===== src/rtl/sparse_pack.sv =====
// Sparse vector packer: turns a dense element stream into (index, value) pairs
// at consecutive RAM addresses, terminated by a sentinel index word.
module sparse_pack #(
  parameter int                 DATA_W   = 8,
  parameter int                 ADDR_W   = 4,
  parameter int                 VEC_LEN  = 16,
  parameter logic [DATA_W-1:0]  SENTINEL = DATA_W'(8'hFF)
) (
  input  logic              clk,
  input  logic              reset,
  input  logic              start,
  input  logic              din_valid,
  input  logic [DATA_W-1:0] din,
  output logic              din_ready,
  output logic              wr_en,
  output logic [ADDR_W-1:0] wr_addr,
  output logic [DATA_W-1:0] idx_dout,
  output logic [DATA_W-1:0] val_dout,
  output logic [ADDR_W:0]   nnz,
  output logic              busy,
  output logic              done,
  output logic              full
);

  localparam logic [DATA_W-1:0] LAST = DATA_W'(VEC_LEN - 1);

  typedef enum logic [1:0] {IDLE, STREAM, TERM, DONE} state_t;

  state_t              state, state_d;
  logic [DATA_W-1:0]   elem_cnt, elem_cnt_d;
  logic [ADDR_W:0]     wptr, wptr_d;
  logic                din_ready_d, wr_en_d, busy_d, done_d, full_d;
  logic [ADDR_W-1:0]   wr_addr_d;
  logic [DATA_W-1:0]   idx_d, val_d;
  logic [ADDR_W:0]     nnz_d;
  logic                xfer, room;

  assign xfer = din_valid & din_ready;
  // wptr MSB set means every RAM slot has been written
  assign room = ~wptr[ADDR_W];

  always_comb begin
    state_d     = state;
    elem_cnt_d  = elem_cnt;
    wptr_d      = wptr;
    din_ready_d = din_ready;
    wr_en_d     = 1'b0;
    wr_addr_d   = wr_addr;
    idx_d       = idx_dout;
    val_d       = val_dout;
    nnz_d       = nnz;
    busy_d      = busy;
    done_d      = 1'b0;
    full_d      = full;
    case (state)
      IDLE: if (start) begin
        state_d     = STREAM;
        din_ready_d = 1'b1;
        busy_d      = 1'b1;
        elem_cnt_d  = '0;
        wptr_d      = '0;
        nnz_d       = '0;
        full_d      = 1'b0;
      end
      STREAM: if (xfer) begin
        elem_cnt_d = elem_cnt + 1'b1;
        if (din != '0) begin
          if (room) begin
            wr_en_d   = 1'b1;
            wr_addr_d = wptr[ADDR_W-1:0];
            idx_d     = elem_cnt;
            val_d     = din;
            wptr_d    = wptr + 1'b1;
            nnz_d     = nnz + 1'b1;
          end else begin
            full_d = 1'b1;
          end
        end
        if (elem_cnt == LAST) begin
          state_d     = TERM;
          din_ready_d = 1'b0;
        end
      end
      TERM: begin
        if (room) begin
          wr_en_d   = 1'b1;
          wr_addr_d = wptr[ADDR_W-1:0];
          idx_d     = SENTINEL;
          val_d     = '0;
        end else begin
          full_d = 1'b1;
        end
        state_d = DONE;
        done_d  = 1'b1;
        busy_d  = 1'b0;
      end
      default: state_d = IDLE;
    endcase
  end

  always_ff @(posedge clk or negedge reset) begin
    if (!reset) begin
      state     <= IDLE;
      elem_cnt  <= '0;
      wptr      <= '0;
      din_ready <= 1'b0;
      wr_en     <= 1'b0;
      wr_addr   <= '0;
      idx_dout  <= '0;
      val_dout  <= '0;
      nnz       <= '0;
      busy      <= 1'b0;
      done      <= 1'b0;
      full      <= 1'b0;
    end else begin
      state     <= state_d;
      elem_cnt  <= elem_cnt_d;
      wptr      <= wptr_d;
      din_ready <= din_ready_d;
      wr_en     <= wr_en_d;
      wr_addr   <= wr_addr_d;
      idx_dout  <= idx_d;
      val_dout  <= val_d;
      nnz       <= nnz_d;
      busy      <= busy_d;
      done      <= done_d;
      full      <= full_d;
    end
  end

endmodule


===== config.mk =====
export PLATFORM = sky130hd
export DESIGN_NAME = sparse_pack
export DESIGN_NICKNAME = d
export VERILOG_FILES = /design/src/rtl/sparse_pack.sv
export SDC_FILE = /design/constraint.sdc
export NUM_CORES = 1
export LEC_CHECK = 0
export BUFFER_PORTS_ARGS = -buffer_cell sky130_fd_sc_hd__buf_2
export CORE_MARGIN = 2
export CORE_UTILIZATION = 38
export CTS_BUF_LIST = sky130_fd_sc_hd__clkbuf_4 sky130_fd_sc_hd__clkbuf_8
export CTS_CLUSTER_SIZE = 12
export DETAILED_ROUTE_END_ITERATION = 6
export GPL_ROUTABILITY_DRIVEN = 0
export HOLD_SLACK_MARGIN = 0.05
export PLACE_DENSITY_LB_ADDON = 0.3
export REMOVE_ABC_BUFFERS = 1
export SETUP_SLACK_MARGIN = 0.1
export SYNTH_ARGS = -nofsm -noshare
export SYNTH_HDL_FRONTEND = slang
export SYNTH_SLANG_ARGS = --single-unit

===== constraint.sdc =====
create_clock -name clk -period 2.3 [get_ports clk]
set_input_delay 0.46 -clock clk [delete_from_list [all_inputs] [get_ports clk]]
set_output_delay 0.46 -clock clk [all_outputs]
set_load 0.005 [all_outputs]

==> flow_metrics.py, run 1 <==
metrics = {
    "logic_synthesis": {
        "ys_ff_latch": 45,
        "synth_cell_types": 43,
        "yosysTopAreaCell": "dfrtp_1",
        "synth.area.top_cells": "dfrtp_1, a22o_1, ha_1",
        "synth_ff_type": "dfrtp_1",
        "synth-edff-count": 0,
        "ys.warnings.count": 0,
        "seq_area_frac_synth_pct": 52.1,
        "yosys-top-cells-count": "dfrtp_1, nor2_1, nand3_1",
        "async_flop_share_pct": 100,
        "postSynthCellCount": 184,
        "yosysMostFrequentCell": "dfrtp_1",
        "syn_area_mm2": 0.00216,
        "synth_top_area_share_pct": 52.1,
        "synth.avg_cell_area_um2": 11.8,
    },
    "global_route": {
        "grtUsageMet2_pct": 24.6,
        "busiest_layer": "met2",
        "grt_usage_pct": 15.4,
        "grt_pass1_wl_mm": 7.58,
        "use_met3_pct": 3.17,
        "met1_usage_pct": 20.2,
        "grt_max_degree": 26,
        "grt-ovfl-total": 0,
        "grt_pass1_vias": 1633,
        "antenna_found_initial": 0,
    },
    "sta": {
        "tns_ns": 0,
        "hold_violations": 0,
        "timing.final.crit_share_pct": 84.3,
        "fin_skew_ns": 0.00343,
        "period_needed_ns": 1.94,
        "setup_viol": 0,
        "rsz0062_at_grt": "false",
        "slew_viol_final": 0,
        "worst_pin_slew_ns": 0.508,
        "fmax_mhz": 516,
        "max_slew_margin_pct": 65.9,
    },
    "cells_and_area": {
        "layout-drive-gt1-share_pct": 30.3,
        "n_fill_cell": 504,
        "fin_util_pct": 47.4,
        "multi_input_area_um2": 993,
        "regArea_mm2": 0.00113,
        "nNetsFinal": 252,
        "area.growth.synth_to_final_pct": 20.8,
        "antennaDiodeCount": 0,
    },
    "clock_tree": {
        "numCtsBuffers": 5,
        "cts-hold-fix-buffers": 0,
        "cts_resized": 0,
        "cts_tree": "yes",
        "clock_sinks": 45,
        "clock_path_buffers": 2,
        "path_clk_slew_ns": 0.08,
        "clock_latency_ns": 0.30,
        "post-cts-setup-buffers": 0,
        "htreeDepth": 2,
        "cts_root_buf": "clkbuf_8",
    },
    "critical_path": {
        "crit_fanout": 10,
        "cp.arrival_ns": 2.16,
        "critPathLaunchType": "flip-flop",
        "crit_type": "flip-flop to flip-flop",
        "end_kind": "flip-flop",
        "required_ns": 2.52,
    },
    "route": {
        "vias": 1576,
        "drc": 0,
        "postRouteAntennaNets": 0,
        "viasPerCell": 5.15,
        "firstDrtPassIters": 4,
        "drt_iter0_markers": 85,
        "wl_mm": 4.49,
        "wl_per_cell_um": 14.7,
    },
    "min_path": {
        "hold_path_class": "primary input to async pin",
    },
    "placed_design": {
        "port_buffers": 41,
        "hpwlAfterDp_mm": 3.37,
    },
    "floorplan": {
        "die_w_um": 79.4,
        "core-area_mm2": 0.00551,
        "die_y_um": 79.4,
        "dieArea_mm2": 0.00631,
        "core.rowCount": 27,
        "start_util_pct": 39.3,
        "ioPinCount": 42,
    },
    "pwr": {
        "leakagePower_nw": 1.18,
        "peakVddDrop_uv": 453,
        "power.density_mw_per_mm2": 1230,
    },
    "run_status": {
        "status": "complete, no violations",
    },
    "run": {
        "maxCapViolCount": 0,
    },
}
cells in the final DEF (no fill, tap or decap), types with 4 or more instances in the layout:
cell      synthesis  routed
o211ai_1          4       4
nor4_1            4       4
a22o_1           10      10
o22a_1            8       8
xnor2_1           7       7
o21ai_0           4       4
nor3_1            4       4
nand2_1          10      10
clkbuf_8          0       6
dfrtp_1          45      45
mux2_4            4       4
inv_1             9       9
mux2i_1           4       4
nand3_1          11      11
buf_2             1      41
ha_1              7       6
nor2_1           14      14
logic make-up after synthesis:
family	after synthesis	synth area share (%)
AOI/OAI and AO/OA	45	18.2
xor gates and xnor gates	7	2.84
adders and majority gates	7	4.05
buffers and inverters	12	2.49
DFF	45	52.1
muxes	9	5.27
and+or+nand+nor	59	15.0
per-stage QoR:
step           setup WS, ns  total power, mW  instance area, µm²  hold slack [ns]  instances
3_3_place_gp          0.316             2.54                2480            0.464        298
6_report              0.361             3.20                2610            0.122        306
4_1_cts               0.234             3.20                2600            0.143        306
3_5_place_dp          0.252             2.57                2480            0.463        298
5_1_grt               0.224             3.44                2610            0.149        306
2_1_floorplan         0.215             2.11                2140            0.164        181
flip-flops by register name (all words and copies together), names as in the netlist, 2 cells and up:
register	flops
elem_cnt	8
nnz	5
wr_addr	4
idx_dout	8
wptr	5
state	2
val_dout	8
critical path, stage by stage, from the launching register on:
cell and delay, ns:
dfrtp_1 0.41, inv_1 0.11, ha_1 0.30, mux2i_4 0.42, nor2_1 0.12, a31o_2 0.32, o211ai_1 0.17
report_power, final:
group          total (mW)  internal [mW]  switching [mW]
Sequential           1.20           1.03           0.174
Combinational        1.37          0.635           0.732
Clock               0.629          0.353           0.276
layer usage:
metal	routed length, µm	up-vias
li1	-	770
met2	2080	36
met3	179	11
met4	121	0
met1	2110	759
met5	0	-
worst paths after layout:
| kind | startpoint | end | slack, ns | cells past startpoint |
|---|---|---|---|---|
| hold / removal | reset | state[0] | 0.12 | 1 |
| setup reg to reg | state[0] | nnz[4] | 0.36 | 6 |
| setup / recovery | state[0] | nnz[4] | 0.36 | 6 |
| hold reg to reg | idx_dout[0] | idx_dout[0] | 0.51 | 1 |
| max in group asynchronous | reset | idx_dout[7] | 1.68 | 2 |
| min in group clk | din[4] | val_dout[4] | 0.42 | 2 |
layout make-up:
cell class	instances	area share, %
Sequential cell	45	43.1
Multi-Input combinational cell	127	38.0
Timing Repair Buffer	45	9.49
Tap cell	72	3.45
Clock buffer	6	3.16
Clock inverter	2	1.44
Inverter	9	1.29
Power figures use the tool's default switching activity.
==> run 2: changes to the inputs <==
==> constraint.sdc (replaced) <==
create_clock -name clk -period 1.7 [get_ports clk]
set_input_delay 0.34 -clock clk [delete_from_list [all_inputs] [get_ports clk]]
set_output_delay 0.34 -clock clk [all_outputs]
set_load 0.005 [all_outputs]
==> flow_metrics.py, run 2 (synthesis results as in run 1) <==
metrics = {
    "run_status": {
        "status": "complete, no violations",
    },
    "critical_path": {
        "slowest_stage": "dfrtp_1",
        "crit_type": "flip-flop to flip-flop",
        "required_ns": 1.94,
        "end_kind": "flip-flop",
        "crit_top_cell": "buf_6",
        "crit_chain": "buf_6 > ha_4 > a21boi_4 > buf_6 > a211oi_4 > and2_1 > a22o_1",
        "path_buf_inv": 2,
        "cp.arrival_ns": 1.88,
        "cpPeakStageDelay_ns": 0.42,
        "crit_fanout": 4,
        "cp_top_family": "compound AO/OA/AOI/OAI gates",
        "critPathLaunchType": "flip-flop",
    },
    "cells_and_area": {
        "largestRegisters": "elem_cnt: 8 flops, idx_dout: 8 flops, val_dout: 8 flops",
        "final_cell_mix": "dfrtp_1, buf_2, buf_4",
        "layout-drive-gt1-share_pct": 46.1,
        "antennaDiodeCount": 0,
        "stdcell_count": 339,
        "nNetsFinal": 285,
        "n_fill_cell": 472,
        "area.growth.synth_to_final_pct": 40.1,
        "layout_commonest_cell": "dfrtp_1",
        "stdcell_area_mm2": 0.00303,
    },
    "route": {
        "drc": 0,
        "viasPerCell": 5.15,
        "drt_iter0_markers": 86,
        "wl_mm": 4.90,
        "firstDrtPassIters": 4,
        "vias": 1746,
        "wl_per_cell_um": 14.5,
        "postRouteAntennaNets": 0,
    },
    "pwr": {
        "power.density_mw_per_mm2": 1670,
        "peakVddDrop_uv": 595,
        "leakagePower_nw": 1.38,
    },
    "sta": {
        "max_slew_margin_pct": 73.5,
        "fmax_mhz": 609,
        "worst_pin_slew_ns": 0.395,
        "fin_skew_ns": 0.00539,
        "hold_ws_ns": 0.310,
        "rsz0062_at_grt": "true",
        "setup_viol": 0,
        "timing.final.crit_share_pct": 96.5,
        "slew_viol_final": 0,
        "hold_violations": 0,
        "period_needed_ns": 1.64,
    },
    "global_route": {
        "grt_max_degree": 46,
        "antenna_found_initial": 0,
        "grt_pass1_wl_mm": 7.85,
        "grt_usage_pct": 15.8,
        "grt_pass1_vias": 1698,
        "grt-ovfl-total": 0,
    },
    "run": {
        "maxCapViolCount": 0,
    },
    "floorplan": {
        "die_y_um": 79.4,
        "dieArea_mm2": 0.00631,
        "core.rowCount": 27,
        "die_w_um": 79.4,
        "ioPinCount": 42,
        "core-area_mm2": 0.00551,
        "start_util_pct": 39.3,
    },
    "min_path": {
        "hold_path_class": "primary input to flip-flop",
    },
    "placed_design": {
        "place_area_mm2": 0.00264,
        "hpwlAfterDp_mm": 3.37,
        "dp_cells": 319,
        "port_buffers": 41,
    },
    "clock_tree": {
        "path_clk_slew_ns": 0.08,
        "cts_tree": "yes",
        "numCtsBuffers": 5,
        "clock_sinks": 45,
        "htreeDepth": 2,
        "clock_latency_ns": 0.30,
        "cts_root_buf": "clkbuf_8",
        "clock_path_buffers": 2,
    },
}
## run 2: timing repair
action / 4_1_cts / 5_1_grt
setup buffers: 7 / 4
pin swaps: 10 / 21
hold buffers: 1 / 0
gates cloned: 0 / 0
endpoints found under the setup margin: 32 / 41
gates resized for setup: 20 / 20
endpoints found under the hold margin: 45 / 0
## run 2: path summary, 6_finish.rpt
check                                  from  cells past startpoint  slack [ns]     endpoint
worst max-delay path               state[0]                      7        0.06       nnz[1]
worst min-delay path                 din[3]                      2        0.31  val_dout[3]
worst max register to register     state[0]                      7        0.06       nnz[1]
worst min register to register  idx_dout[2]                      1        0.51  idx_dout[2]
max in group asynchronous             reset                      3        0.94  elem_cnt[1]
min in group asynchronous             reset                      3        0.54         busy
## run 2: per-layer routing
layer  vias to the layer above  routed length [µm]  track usage [%]
met1                       867                2140             20.5
met2                        38                2560             27.5
met4                         0                  23             3.62
li1                        838                   -                -
met3                         3                 170             2.83
met5                         -                   0                0
## run 2: area by class of cell
cell class                 count  area (µm²)  area share (%)
timing repair buffer          78         524            17.3
clock buffer                   7        90.1            2.97
multi-input combinational    127        1130            37.3
tap                           72        90.1            2.97
clock inverter                 1        30.0           0.991
sequential                    45        1130            37.2
inverter                       9        36.3            1.20
## run 2: worst reg2reg max path: stages, from the launching register on
cell	delay, ns
dfrtp_1	0.42
buf_6	0.14
ha_4	0.16
a21boi_4	0.15
buf_6	0.13
a211oi_4	0.23
and2_1	0.21
a22o_1	0.14
## run 2: power breakdown
part / leakage, nW / internal, mW / switching [mW]
Clock: 0.0619 / 0.495 / 0.343
Combinational: 0.747 / 1.37 / 1.24
Sequential: 0.570 / 1.39 / 0.224
Total: 1.38 / 3.26 / 1.80
## run 2: metrics by stage
stage | power (mW) | util [%] | worst slack, ns | TNS [ns]
3_3_place_gp | 3.70 | 47.9 | -0.0344 | -0.243
6_report | 5.06 | 55.0 | 0.0588 | 0
4_1_cts | 4.85 | 53.0 | 0.0964 | 0
5_1_grt | 5.39 | 55.0 | -0.00760 | -0.0155
2_1_floorplan | 2.85 | - | -0.385 | -5.27
3_5_place_dp | 3.74 | 47.9 | -0.0822 | -1.24
==> run 3: changes to the inputs <==
--- a/config.mk
+++ b/config.mk
@@ -14,7 +14,6 @@
 export GPL_ROUTABILITY_DRIVEN = 0
 export HOLD_SLACK_MARGIN = 0.05
 export PLACE_DENSITY_LB_ADDON = 0.3
-export REMOVE_ABC_BUFFERS = 1
 export SETUP_SLACK_MARGIN = 0.1
 export SYNTH_ARGS = -nofsm -noshare
 export SYNTH_HDL_FRONTEND = slang
==> flow_metrics.py, run 3 (synthesis results as in run 1) <==
metrics = {
    "critical_path": {
        "critPathLaunchType": "flip-flop",
        "r2r_end": "nnz[2]",
        "end_kind": "flip-flop",
        "cpPeakStageDelay_ns": 0.43,
        "r2r_start": "state[0]",
        "required_ns": 1.92,
        "ff2ff_path_depth": 6,
        "cp.arrival_ns": 1.84,
        "crit_chain": "inv_2 > ha_4 > mux2i_4 > nor2_4 > a31o_4 > o211ai_1",
        "rrSetupSlack_ns": 0.08,
        "crit_fanout": 6,
        "slowest_stage": "dfrtp_1",
        "crit_type": "flip-flop to flip-flop",
    },
    "global_route": {
        "antenna_found_initial": 0,
        "grt-ovfl-total": 0,
        "grt_pass1_vias": 1763,
        "grt_max_degree": 46,
        "grt_usage_pct": 16.7,
        "grt_pass1_wl_mm": 8.19,
    },
    "clock_tree": {
        "numCtsBuffers": 5,
        "clock_latency_ns": 0.30,
        "clock_sinks": 45,
        "cts_tree": "yes",
        "cts_root_buf": "clkbuf_8",
        "path_clk_slew_ns": 0.08,
        "clock_path_buffers": 2,
        "htreeDepth": 2,
    },
    "run_status": {
        "status": "complete, no violations",
    },
    "route": {
        "drt_iter0_markers": 85,
        "firstDrtPassIters": 4,
        "wl_mm": 4.72,
        "vias": 1708,
        "viasPerCell": 5.13,
        "drc": 0,
        "wl_per_cell_um": 14.2,
        "postRouteAntennaNets": 0,
    },
    "pwr": {
        "power_frac_clock_pct": 14.4,
        "switchingPower_mw": 1.76,
        "intPower_mw": 2.95,
        "peakVddDrop_uv": 628,
        "power.total_mw": 4.71,
        "leakagePower_nw": 1.32,
        "switching_share_pct": 37.3,
        "p_comb_share_pct": 51.3,
        "power_frac_seq_pct": 34.2,
        "power.density_mw_per_mm2": 1600,
    },
    "sta": {
        "fin_skew_ns": 0.00986,
        "worst_pin_slew_ns": 0.291,
        "setup_viol": 0,
        "timing.final.crit_share_pct": 95.2,
        "period_needed_ns": 1.62,
        "slew_viol_final": 0,
        "hold_ws_ns": 0.302,
        "tns_ns": 0,
        "fmax_mhz": 618,
        "rsz0062_at_grt": "true",
        "hold_violations": 0,
        "max_slew_margin_pct": 80.4,
    },
    "placed_design": {
        "hpwlAfterDp_mm": 3.45,
        "port_buffers": 41,
        "place_area_mm2": 0.00269,
    },
    "floorplan": {
        "core-area_mm2": 0.00551,
        "core.rowCount": 27,
        "ioPinCount": 42,
        "dieArea_mm2": 0.00631,
        "die_y_um": 79.4,
        "start_util_pct": 39.3,
        "die_w_um": 79.4,
    },
    "min_path": {
        "hold_path_class": "primary input to flip-flop",
        "worstHoldPathCells": 2,
        "hold_start": "din[3]",
        "min_to": "val_dout[3]",
    },
    "cells_and_area": {
        "final_cell_mix": "dfrtp_1, buf_2, buf_4",
        "stdcell_area_mm2": 0.00294,
        "layout-drive-gt1-share_pct": 44.1,
        "layout_commonest_cell": "dfrtp_1",
        "largestRegisters": "elem_cnt: 8 flops, idx_dout: 8 flops, val_dout: 8 flops",
        "nNetsFinal": 279,
        "antennaDiodeCount": 0,
        "area.growth.synth_to_final_pct": 35.9,
    },
    "run": {
        "maxCapViolCount": 0,
    },
    "logic_synthesis": {
        "syn_nets": 203,
    },
}
[run 3: worst max path at each step]
stage                     startpoint           to  depth (start not counted)  slack (ns)
final                       state[0]       nnz[2]                          6        0.08
after global routing        state[0]  elem_cnt[7]                          7       -0.03
after CTS                   state[0]       nnz[4]                          6        0.05
after detailed placement    state[0]       nnz[3]                          6      -0.002
after global placement        din[6]  idx_dout[6]                          6        0.03
after floorplan             state[1]  val_dout[6]                          7        0.10
[run 3: what timing repair did]
item	in CTS	in global routing
buffers inserted	3	0
hold endpoints to repair	45	0
hold buffers	1	0
pin swaps	8	13
setup endpoints to repair	26	33
resized for setup	14	11
[run 3: worst max-delay path, delay by kind of cell (launching register included)]
kind | cells | cell delay (ns)
AOI/OAI and AO/OA | 2 | 0.45
buffers and inverters | 1 | 0.11
DFF | 1 | 0.43
adders and majority gates | 1 | 0.17
muxes | 1 | 0.32
and+or+nand+nor | 1 | 0.07
[run 3: through the flow]
step	utilization [%]	std cells	setup WS, ns
global placement	48.9	321	0.0339
detailed placement	48.9	321	-0.00217
CTS	52.6	333	0.0526
finish	53.4	333	0.0816
floorplan	-	184	0.104
global route	53.4	333	-0.0306
[run 3: cell type report]
cell class                 count  area, µm²
fill                         507       2570
multi-input combinational    127       1130
sequential                    45       1130
timing repair buffer          72        464
tap                           72       90.1
clock buffer                   7       83.8
inverter                       9       33.8
clock inverter                 1       7.51
[run 3: layer usage]
metal  vias up  routed length, µm  track usage [%]
li1        824                  -                -
met1       831               2230             23.0
met2        47               2200             25.5
met3         6                209             3.73
met4         0                 78             6.72
met5         -                  0                0
[run 3: power groups by stage]
stage | clock, mW | sequential [mW] | combinational, mW
after floorplan | 0 | 1.65 | 1.35
after global placement | 0 | 1.63 | 2.18
after detailed placement | 0 | 1.64 | 2.21
after CTS | 0.708 | 1.62 | 2.38
after global routing | 0.746 | 1.66 | 2.69
final | 0.680 | 1.61 | 2.42
